### src/rtl/servo_pwm_driver.sv
// servo_pwm_driver: four-channel hobby-servo PWM generator.
//   Target angles arrive as a bundle over a valid/ready handshake. Each channel
//   slews its current angle toward the applied target by at most STEP_DEG once
//   per frame. Pulse widths are only reloaded at the frame boundary, so no
//   pulse is ever cut short or stretched mid-frame.
// Ports:
//   clk_100mhz, rst_n            clock, async active-low reset
//   enable                       gate all PWM outputs (re-arm at next frame)
//   target_valid/target_ready    bundle handshake
//   target_{base,shoulder,elbow,gripper}  8-bit target angles (deg)
//   servo_pwm_{base,shoulder,elbow,gripper} registered PWM pins
//   frame_start                  one-cycle pulse at start of each frame
//   busy                         some channel is still slewing

// Per-channel state: shadow/applied/current angle, width register, PWM flop.
module servo_lane #(
  parameter int unsigned MIN_PULSE_CYCLES = 100000,
  parameter int unsigned CYCLES_PER_DEG   = 556,
  parameter int unsigned ANGLE_MAX        = 180,
  parameter int unsigned CENTER_ANGLE     = 90,
  parameter int unsigned STEP_DEG         = 2
) (
  input  logic        clk_100mhz,
  input  logic        rst_n,
  input  logic        accept,
  input  logic        boundary,
  input  logic        en_eff,
  input  logic [7:0]  tgt,
  input  logic [20:0] cnt,
  output logic        pwm,
  output logic        mismatch
);
  localparam logic [7:0]  CENTER = 8'(CENTER_ANGLE);
  localparam logic [7:0]  AMAX   = 8'(ANGLE_MAX);
  localparam logic [7:0]  STEP   = 8'(STEP_DEG);
  localparam logic [20:0] W_RST  = 21'(MIN_PULSE_CYCLES + CENTER_ANGLE * CYCLES_PER_DEG);

  logic [7:0]  shd, app, cur, nxt, diff, clamped;
  logic [20:0] width;

  always_comb begin
    clamped = (tgt > AMAX) ? AMAX : tgt;
    // Step toward the shadow value, since it becomes the applied target on
    // the same edge that the current angle moves.
    diff = '0;
    nxt  = cur;
    if (shd > cur) begin
      diff = shd - cur;
      nxt  = cur + ((diff > STEP) ? STEP : diff);
    end else if (shd < cur) begin
      diff = cur - shd;
      nxt  = cur - ((diff > STEP) ? STEP : diff);
    end
  end

  assign mismatch = (cur != app);

  always_ff @(posedge clk_100mhz or negedge rst_n) begin
    if (!rst_n) begin
      shd   <= CENTER;
      app   <= CENTER;
      cur   <= CENTER;
      width <= W_RST;
      pwm   <= 1'b0;
    end else begin
      // Boundary reads shd before this write, so a bundle accepted in the
      // boundary cycle waits for the following frame.
      if (accept) shd <= clamped;
      if (boundary) begin
        app   <= shd;
        cur   <= nxt;
        width <= 21'(MIN_PULSE_CYCLES) + 21'(nxt) * 21'(CYCLES_PER_DEG);
      end
      pwm <= (cnt < width) & en_eff;
    end
  end
endmodule

module servo_pwm_driver #(
  parameter int unsigned PERIOD_CYCLES    = 2000000,
  parameter int unsigned MIN_PULSE_CYCLES = 100000,
  parameter int unsigned CYCLES_PER_DEG   = 556,
  parameter int unsigned ANGLE_MAX        = 180,
  parameter int unsigned CENTER_ANGLE     = 90,
  parameter int unsigned STEP_DEG         = 2
) (
  input  logic       clk_100mhz,
  input  logic       rst_n,
  input  logic       enable,
  input  logic       target_valid,
  output logic       target_ready,
  input  logic [7:0] target_base,
  input  logic [7:0] target_shoulder,
  input  logic [7:0] target_elbow,
  input  logic [7:0] target_gripper,
  output logic       servo_pwm_base,
  output logic       servo_pwm_shoulder,
  output logic       servo_pwm_elbow,
  output logic       servo_pwm_gripper,
  output logic       frame_start,
  output logic       busy
);
  localparam int NUM_LANES = 4;
  localparam logic [20:0] CNT_LAST = 21'(PERIOD_CYCLES - 1);

  logic [20:0]                cnt;
  logic                       boundary, accept, en_eff, enable_frame;
  logic [NUM_LANES-1:0][7:0]  tgt;
  logic [NUM_LANES-1:0]       pwm, mismatch;

  assign boundary = (cnt == CNT_LAST);
  assign accept   = target_valid & target_ready;
  assign tgt      = {target_gripper, target_elbow, target_shoulder, target_base};

  // Outputs follow enable immediately on the way down, but only re-arm at a
  // frame boundary on the way up. !target_ready marks the first cycle after
  // reset, which is itself a frame start, so the first frame is not skipped.
  assign en_eff = enable & (enable_frame | ~target_ready);

  always_ff @(posedge clk_100mhz or negedge rst_n) begin
    if (!rst_n) begin
      cnt          <= '0;
      frame_start  <= 1'b0;
      target_ready <= 1'b0;
      enable_frame <= 1'b0;
      busy         <= 1'b0;
    end else begin
      cnt          <= boundary ? '0 : cnt + 21'd1;
      frame_start  <= (cnt == '0);
      target_ready <= 1'b1;
      enable_frame <= en_eff | (enable & boundary);
      busy         <= |mismatch;
    end
  end

  for (genvar i = 0; i < NUM_LANES; i++) begin : g_lane
    servo_lane #(
      .MIN_PULSE_CYCLES(MIN_PULSE_CYCLES),
      .CYCLES_PER_DEG  (CYCLES_PER_DEG),
      .ANGLE_MAX       (ANGLE_MAX),
      .CENTER_ANGLE    (CENTER_ANGLE),
      .STEP_DEG        (STEP_DEG)
    ) u_lane (
      .clk_100mhz(clk_100mhz),
      .rst_n     (rst_n),
      .accept    (accept),
      .boundary  (boundary),
      .en_eff    (en_eff),
      .tgt       (tgt[i]),
      .cnt       (cnt),
      .pwm       (pwm[i]),
      .mismatch  (mismatch[i])
    );
  end

  assign servo_pwm_base     = pwm[0];
  assign servo_pwm_shoulder = pwm[1];
  assign servo_pwm_elbow    = pwm[2];
  assign servo_pwm_gripper  = pwm[3];
endmodule

### config.mk
export PLATFORM = sky130hd
export DESIGN_NAME = servo_pwm_driver
export DESIGN_NICKNAME = d
export VERILOG_FILES = /design/src/rtl/servo_pwm_driver.sv
export SDC_FILE = /design/constraint.sdc
export NUM_CORES = 1
export LEC_CHECK = 0
export CAP_MARGIN = 20
export CORE_MARGIN = 10
export CORE_UTILIZATION = 40
export DETAILED_ROUTE_END_ITERATION = 10
export PLACE_DENSITY = 0.59
export SYNTH_ARGS = -nofsm -noshare
export SYNTH_HDL_FRONTEND = slang
export SYNTH_SLANG_ARGS = --single-unit
### constraint.sdc
create_clock -name clk_100mhz -period 10.3 [get_ports clk_100mhz]
set_clock_uncertainty 0.15 [all_clocks]
set_input_delay 1.545 -clock clk_100mhz [delete_from_list [all_inputs] [get_ports clk_100mhz]]
set_output_delay 1.545 -clock clk_100mhz [all_outputs]
set_load 0.02 [all_outputs]
==> metrics.cfg <==
[synth]
synth_edf_count=0
synth_area_leader_cell=ha_1
synthCells=2372
synth-seq-cells=189
synth_area_per_cell_um2=8.49
async_reset_ff_frac=1.00
ys.flop_type=dfrtp_1
yosys_warnings=0
netlist_top_cells_area=ha_1, dfrtp_1, dfstp_2, inv_1, xnor2_1
yosysUniqueCellTypes=103
ys_seq_area_frac=0.239
synth_top_area_share=0.199
syn_area_mm2=0.0201

[final_layout]
layout_commonest_cell=ha_1
nNetsFinal=2822
nFillCells=4991
seqCellArea_mm2=0.00482
multi_input_area_mm2=0.0141
diodes=0
final_cell_mix=ha_1, inv_1, nand2_1
drive_gt1_frac=0.0690
syn_to_final_growth_pct=9.04

[global_routing]
grt_antenna_before_repair=0
grt_overflow=0
grt_pass1_wl_um=83400
track_usage=0.171
grt_pass1_vias=16300
grt_max_degree=92

[power]
power_switching_w=0.00193
p_leak_nw=10.8
p_sw_frac=0.455
p_per_area_mw_per_mm2=193
ir_drop_uv=128
p_int_w=0.00231
power_frac_seq=0.184
comb_power_share=0.656
clkPwrFrac=0.160

[setup_path]
crit_type=reg -> reg
cp-end-kind=flip-flop
critPathMaxStageDelay_ns=0.68
worstReg2RegStart=g_lane[0].u_lane.cur[6]$_DFFE_PN1N_
r2r-end=g_lane[0].u_lane.width[17]$_DFFE_PN1N_
slowest_stage=o21ai_0
crit_path_start_kind=flip-flop
ff2ff_setup_slack_ns=1.65
cp_data_required_time_ns=10.56
cp.arrival_ns=8.91
path_max_fanout=11
reg2reg_depth=32
cp_common_cell=ha_1

[clocking]
clock_sinks=189
clock_path_buffers=2
clk_pin_slew_ns=0.08
htree_num_levels=4
postCtsSetupBuffers=0
hold_buffers=0
cts_tree=built
ctsResizeCount=0
clk_latency_ns=0.49
cts_root_buf=clkbuf_16
numCtsBuffers=17

[timing]
max_freq_ghz=0.116
tns_ns=0
slew_violations=0
worst_pin_slew_ns=1.06
maxSlewHeadroom=0.287
post-route-min-period_ns=8.65
hold_viol_final=0
rsz0062_at_grt=false
final-setup-viol-count=0
fin_ws_ns=1.65
fin_crit_sh=0.840

[worst_hold_path]
hold_end=g_lane[0].u_lane.width[17]$_DFFE_PN1N_
worstHoldStart=g_lane[0].u_lane.width[17]$_DFFE_PN1N_
whs_path_depth=2
worstHoldPathType=reg -> reg

[placement]
gp_congestion=0.901
hpwl_um=39200
io_buffers=42
pre_cts_ws_ns=1.71

[floorplanning]
io_pins=43
num_rows=82
die_h_um=244
initial_utilization=0.403
die_area_mm2=0.0597
die_w_um=244
core_area_mm2=0.0500

[route]
dr.first_iter.drc_count=1008
routed_wl_um=50400
postRouteAntennaNets=0
drc=0
wl_per_cell_um=16.2
vias=16600
vias_per_cell=5.33
drt-pass1-iter-count=6

[outcome]
status=finished clean

[run]
maxCapViolCount=0

==> sequential cells by signal (all words and copies together), names as in the netlist, 4 cells and up <==
name / count
g_lane.u_lane.app: 32
g_lane.u_lane.width: 64
g_lane.u_lane.cur: 32
g_lane.u_lane.shd: 32
g_lane.u_lane.pwm: 4
cnt: 21
==> critical path: cells and delay by family (launching register included) <==
family / cells / cell delay (ns)
muxes: 2 / 0.41
DFF: 1 / 0.61
buffers and inverters: 3 / 0.18
xor gates and xnor gates: 2 / 0.37
adders and majority gates: 6 / 2.44
and+or+nand+nor: 7 / 1.25
AOI/OAI and AO/OA: 12 / 3.14
==> stage by stage <==
stage          std cells  power, W   util  hold slack [ns]  cell area, um2
5_1_grt             3106   0.00468  0.439            0.346           22000
2_1_floorplan       2413   0.00306      -            0.292           20300
6_report            3106   0.00424  0.439            0.322           22000
3_5_place_dp        3073   0.00357  0.428            0.311           21400
3_3_place_gp        3072   0.00352  0.428            0.310           21400
4_1_cts             3105   0.00428  0.439            0.321           21900
==> power by group through the flow <==
stage                     sequential, W  clock (W)  combinational, W
after CTS                      0.000781   0.000699           0.00280
final                          0.000780   0.000678           0.00278
after global placement         0.000794          0           0.00273
after floorplan                0.000791          0           0.00227
after detailed placement       0.000794          0           0.00278
after global routing           0.000783   0.000724           0.00317
==> logic make-up after synthesis <==
kind of cell | after synthesis | share of synthesized area
other | 2 | 0.000373
buffers and inverters | 362 | 0.0688
flip-flops | 189 | 0.239
AO/OA/AOI/OAI | 633 | 0.205
AND/OR/NAND/NOR | 617 | 0.149
adder cells (fa/ha/maj) | 365 | 0.243
XOR/XNOR | 177 | 0.0804
multiplexers | 27 | 0.0145
==> cells in the mapped netlist (all sizes together) (6+ instances only) <==
cell type	count
a2bb2oi	9
xor2	57
nor4	11
a21oi	141
dfstp	72
o41ai	6
a211oi	33
nand3b	12
nor2	125
buf	15
o31a	10
or3	11
and3	14
o21ai	200
inv	297
o22ai	11
nand2b	28
or2	10
a2111oi	10
nor3	40
o211ai	19
mux2i	13
mux2	14
a21o	72
clkbuf	50
xnor2	117
nand3	44
nand4	21
o21bai	22
nand2	224
and2	20
o21a	20
a31oi	10
dfrtp	117
ha	321
fa	44
or4	7
nor2b	30
o31ai	12
==> worst max-delay path by stage <==
stage                                                   to                                start  depth (start not counted)  slack, ns
floorplan           g_lane[0].u_lane.width[16]$_DFFE_PN0N_  g_lane[0].u_lane.cur[1]$_DFFE_PN1N_                         31       2.69
global placement    g_lane[0].u_lane.width[17]$_DFFE_PN1N_  g_lane[0].u_lane.cur[6]$_DFFE_PN1N_                         32       1.73
detailed placement  g_lane[0].u_lane.width[17]$_DFFE_PN1N_  g_lane[0].u_lane.cur[6]$_DFFE_PN1N_                         32       1.71
CTS                 g_lane[0].u_lane.width[17]$_DFFE_PN1N_  g_lane[0].u_lane.cur[6]$_DFFE_PN1N_                         32       1.62
global route        g_lane[0].u_lane.width[17]$_DFFE_PN1N_  g_lane[0].u_lane.cur[6]$_DFFE_PN1N_                         32       0.88
finish              g_lane[0].u_lane.width[17]$_DFFE_PN1N_  g_lane[0].u_lane.cur[6]$_DFFE_PN1N_                         32       1.65
==> layout make-up <==
type,count,share of cell area
clock buffer,19,0.0202
clock inverter,13,0.00581
inverter,297,0.0508
multi-input combinational,1862,0.642
sequential,189,0.220
tap,672,0.0383
timing repair buffer,54,0.0234
==> routing by layer <==
layer / track usage / vias to the layer above / wire length (um)
met5: 0 / - / 0
met4: 0.0506 / 0 / 951
met3: 0.0253 / 56 / 1560
met2: 0.289 / 265 / 24000
met1: 0.221 / 7913 / 23900
li1: - / 8317 / -
Power figures use the tool's default switching activity.
==> edit 1: new RTL, config.mk and constraints unchanged <==
Register the outputs `servo_pwm_base`, `servo_pwm_shoulder`, `servo_pwm_elbow` and `servo_pwm_gripper`, cleared by the reset; this adds one clock of latency there. The other outputs are not delayed to match.
--- a/src/rtl/servo_pwm_driver.sv
+++ b/src/rtl/servo_pwm_driver.sv
@@ -153,9 +153,18 @@
     );
   end
 
-  assign servo_pwm_base     = pwm[0];
-  assign servo_pwm_shoulder = pwm[1];
-  assign servo_pwm_elbow    = pwm[2];
-  assign servo_pwm_gripper  = pwm[3];
+  always_ff @(posedge clk_100mhz or negedge rst_n) begin
+    if (!rst_n) begin
+      servo_pwm_base     <= '0;
+      servo_pwm_shoulder <= '0;
+      servo_pwm_elbow    <= '0;
+      servo_pwm_gripper  <= '0;
+    end else begin
+      servo_pwm_base     <= pwm[0];
+      servo_pwm_shoulder <= pwm[1];
+      servo_pwm_elbow    <= pwm[2];
+      servo_pwm_gripper  <= pwm[3];
+    end
+  end
 endmodule
 
Behaviour: not the same (Yosys sat finds a counterexample within 4 cycles, from zero or initial values and one cycle with rst_n low).
==> edit 1 against the unedited design <==
- sequential cell count up 4
- design area up 0.15%
- total power up 20%
- synthesized area up 0.24%
- wire length up 0.21%
- largest power group unchanged
- setup slack worse by 0.33 ns
- synthesized cell count down 0.13%
==> edit 1: results (changes against the unedited design) <==
The run gives 22.9% (+0.84 points) as the met1 capacity usage during global routing. The flow ran to the end, and the final reports show no timing, DRC or antenna violations. The tools report the filler cell count in the final layout as 5083 (+1.8%). The number of global-route vias before repair was 16500 (+0.81%). The logs give 23400 um (-2.6%) for the length of routed met2 wiring and 24.4% (+0.44 points) for the fraction of the yosys area taken by sequential cells. The total placed cells including tap cells is 3071 (-0.065%). The run gives 0.198 ns (-0.123 ns) as the smallest hold slack. The number of nets in the layout came out at 2820 (-0.071%). The worst reg-to-reg path cell count came out at 30 (-6.3%). The logs give 17.0% (-0.061 points) for the total routing usage reported by global routing and 111 MHz (-3.7%) for the maximum clock frequency. The tools report the number of detailed-route iterations in the first pass as 5 (-1).

The tools report the initial antenna violation count as 1 (+1). The tools report the met3 wire length as 2010 um (+29%). The number of vias per cell is 5.34 (+0.24%). The slack of the worst reg-to-reg path is 1.32 ns (-0.33 ns).

The routed metal-1 wire length came out at 24500 um (+2.6%). The tools report the internal power as 0.00269 W (+16%). The cell type group with the largest total delay on the critical path is simple AND/OR/NAND/NOR gates. The violation count after the first detailed-route iteration came out at 975 (-3.3%). For hold timing, the worst endpoint is servo_pwm_base.

Yosys attributes the largest share of cell area to ha_1, dfrtp_1, dfstp_2. The worst hold path begins at g_lane[0].u_lane.pwm. The share of final-layout standard cells stronger than drive strength 1 was 7.03% (+0.13 points). The tools report the worst setup slack before clock tree synthesis as 1.38 ns (-0.324 ns). The cell area after placement is 21400 sq um (about the same).

The slew of the pin with the lowest slew margin was 0.932 ns (-0.127 ns); the met2 routing resource usage after global routing was 28.1% (-0.83 points). The maximum fanout count along the critical path is 13 (+2), and the number of distinct library cells after synthesis is 97 (-5.8%). The logs give 0.886 (-1.6%) for the weighted congestion reported at the end of routability-driven placement and 83900 um (+0.59%) for the global-route wire length before repair. The tools report the data arrival time of the worst path as 9.22 ns (+0.31 ns).
edit 1: cell type report:
cell class                 count  area (sq um)  share of cell area, %
clock buffer                  21           460                   2.09
timing repair buffer          54           514                   2.34
multi-input combinational   1860         14000                   63.8
tap                          672           841                   3.82
clock inverter                11           131                  0.598
sequential                   193          4920                   22.4
inverter                     292          1100                   4.99
edit 1: kinds of logic after synthesis:
kind of cell / synth area share (%)
mux: 1.26
compound gates: 20.8
simple gates: 14.8
buf+inv: 6.94
xor+xnor: 7.45
other cells: 0.0372
flops: 24.4
fa+ha+maj: 24.3
edit 1: power groups by stage:
stage | sequential (W) | combinational [W] | clock, W
2_1_floorplan | 0.000812 | 0.00291 | 0
3_3_place_gp | 0.000817 | 0.00354 | 0
3_5_place_dp | 0.000817 | 0.00359 | 0
4_1_cts | 0.000804 | 0.00361 | 0.000702
5_1_grt | 0.000807 | 0.00411 | 0.000732
6_report | 0.000804 | 0.00358 | 0.000687
==> edit 2: new RTL, config.mk and constraints unchanged <==
Without the edit above. `CENTER_ANGLE` is set to 90 in 2 places; all go to 45.
--- a/src/rtl/servo_pwm_driver.sv
+++ b/src/rtl/servo_pwm_driver.sv
@@ -17,7 +17,7 @@
   parameter int unsigned MIN_PULSE_CYCLES = 100000,
   parameter int unsigned CYCLES_PER_DEG   = 556,
   parameter int unsigned ANGLE_MAX        = 180,
-  parameter int unsigned CENTER_ANGLE     = 90,
+  parameter int unsigned CENTER_ANGLE     = 45,
   parameter int unsigned STEP_DEG         = 2
 ) (
   input  logic        clk_100mhz,
@@ -81,7 +81,7 @@
   parameter int unsigned MIN_PULSE_CYCLES = 100000,
   parameter int unsigned CYCLES_PER_DEG   = 556,
   parameter int unsigned ANGLE_MAX        = 180,
-  parameter int unsigned CENTER_ANGLE     = 90,
+  parameter int unsigned CENTER_ANGLE     = 45,
   parameter int unsigned STEP_DEG         = 2
 ) (
   input  logic       clk_100mhz,
Formal check against the unedited RTL: no difference found for any inputs over 10 cycles, from zero or initial values and one cycle with rst_n low; that may be too few to reach the edited logic, so the function may still have changed.
==> edit 2 against the unedited design <==
- setup slack worse by 0.24 ns
- maximum frequency down 2.7%
- synthesized cell count unchanged
- synthesized area about the same
- total power up 0.53%
- worst hold slack worse by 0.0030 ns
- count of clock-buffer cells in the layout up 3
- clock power down 2.9%
- sequential cell count unchanged
- via count down 0.30%
- critical path type unchanged
- largest cell class unchanged
- first-iteration DRC count down 12%
- design area about the same
- wire length up 1.1%
==> edit 2: results (changes against the unedited design) <==
The run finished with clean final reports. The run gives 2823 (+0.035%) as the number of nets in the layout. The weighted congestion reported at the end of routability-driven placement is 0.880 (-2.3%), and the aggregate routed wire length is 50900 um (+1.1%). By area the synthesized netlist is led by ha_1, dfrtp_1, dfstp_2. The routed metal-1 wire length was 25000 um (+4.9%).

For the data arrival time of the worst path, the log shows 9.15 ns (+0.24 ns). The largest voltage drop on the vdd net was 0.151 mV (+18%). The met3 wire length was 1200 um (-23%); the max-slew headroom at the worst pin was 31.9% (+3.2 points). The detail-routed net length per standard cell is 16.4 um (+1.0%).

On the critical path, the stage with the largest delay is an instance of a2111oi_0. The number of global-route vias before repair came out at 16200 (-0.76%). The leakage power figure was 10.8 nW (about the same). For the violation count after the first detailed-route iteration, the log shows 892 (-12%). The logs give 5 (-1) for the number of detailed-route iterations in the first pass and 23500 um (-2.1%) for the length of routed met2 wiring. The sum of net half-perimeters after detailed placement is 39500 um (+0.92%), and the post-CTS setup buffer count is 0 (unchanged). The run gives 3075 (+0.065%) as the total placed cells including tap cells. The worst setup slack before clock tree synthesis is 1.38 ns (-0.330 ns), and the global-route wire length before repair is 84400 um (+1.1%). The tools report the net load switching power as 0.00196 W (+1.8%).

The share of final-layout standard cells stronger than drive strength 1 works out to 7.15% (+0.24 points). The run gives 17.2% (+0.12 points) as the total routing usage reported by global routing.
[edit 2: cell count changes in the layout (fill, tap and decap cells not counted), sizes merged]
cell,before,now
clkinv,3,6
clkinvlp,3,1
buf,12,13
bufinv,1,0
inv,303,300
dfstp,72,80
clkbuf,20,23
dfrtp,117,109
[edit 2: cells by family after synthesis]
logic type	synth area share [%]
AOI/OAI and AO/OA	20.4
and+or+nand+nor	14.9
xor gates and xnor gates	8.03
DFF	24.0
buffers and inverters	6.88
muxes	1.45
other	0.0373
adders and majority gates	24.3
[edit 2: worst paths after layout]
check | startpoint | end | slack (ns) | cells past startpoint
worst max-delay path | g_lane[0].u_lane.cur[6] | g_lane[0].u_lane.width[17] | 1.41 | 32
worst min-delay path | g_lane[1].u_lane.width[16] | g_lane[1].u_lane.width[16] | 0.32 | 2
worst max register to register | g_lane[0].u_lane.cur[6] | g_lane[0].u_lane.width[17] | 1.41 | 32
worst min register to register | g_lane[1].u_lane.width[16] | g_lane[1].u_lane.width[16] | 0.32 | 2
max in group asynchronous | rst_n | g_lane[2].u_lane.width[10] | 7.06 | 3
min in group asynchronous | rst_n | g_lane[3].u_lane.cur[6] | 0.95 | 1
[edit 2: power by group through the flow]
stage | logic [W] | clock network, W | registers (W)
3_3_place_gp | 0.00277 | 0 | 0.000794
3_5_place_dp | 0.00281 | 0 | 0.000794
4_1_cts | 0.00283 | 0.000673 | 0.000781
5_1_grt | 0.00322 | 0.000703 | 0.000784
2_1_floorplan | 0.00227 | 0 | 0.000790
6_report | 0.00282 | 0.000658 | 0.000781
[edit 2: area by class of cell]
| type | count | area (sq um) |
|---|---|---|
| Multi-Input combinational cell | 1862 | 14100 |
| Inverter | 297 | 1110 |
| Timing Repair Buffer | 55 | 522 |
| Fill cell | 5043 | 28000 |
| Tap cell | 672 | 841 |
| Clock buffer | 22 | 465 |
| Sequential cell | 189 | 4830 |
| Clock inverter | 10 | 83.8 |
[edit 2: metal layers]
metal / GRT usage [%] / vias to the layer above
met1: 23.1 / 7911
met5: 0 / -
met4: 5.94 / 0
li1: - / 8313
met3: 1.70 / 62
met2: 28.2 / 216
[edit 2: worst register-to-register path, delay by kind of cell (launching register included)]
kind / cells / cell delay [ns]
compound gates: 12 / 3.29
xor+xnor: 2 / 0.38
fa+ha+maj: 6 / 2.51
buf+inv: 3 / 0.23
flops: 1 / 0.52
mux: 2 / 0.41
simple gates: 7 / 1.33
[edit 2: metrics by stage]
step	hold WS [ns]	util, %	instance area [sq um]
finish	0.319	43.9	21900
global route	0.340	43.9	21900
CTS	0.320	43.9	21900
detailed placement	0.308	42.8	21400
global placement	0.303	42.8	21400
floorplan	0.292	-	20300
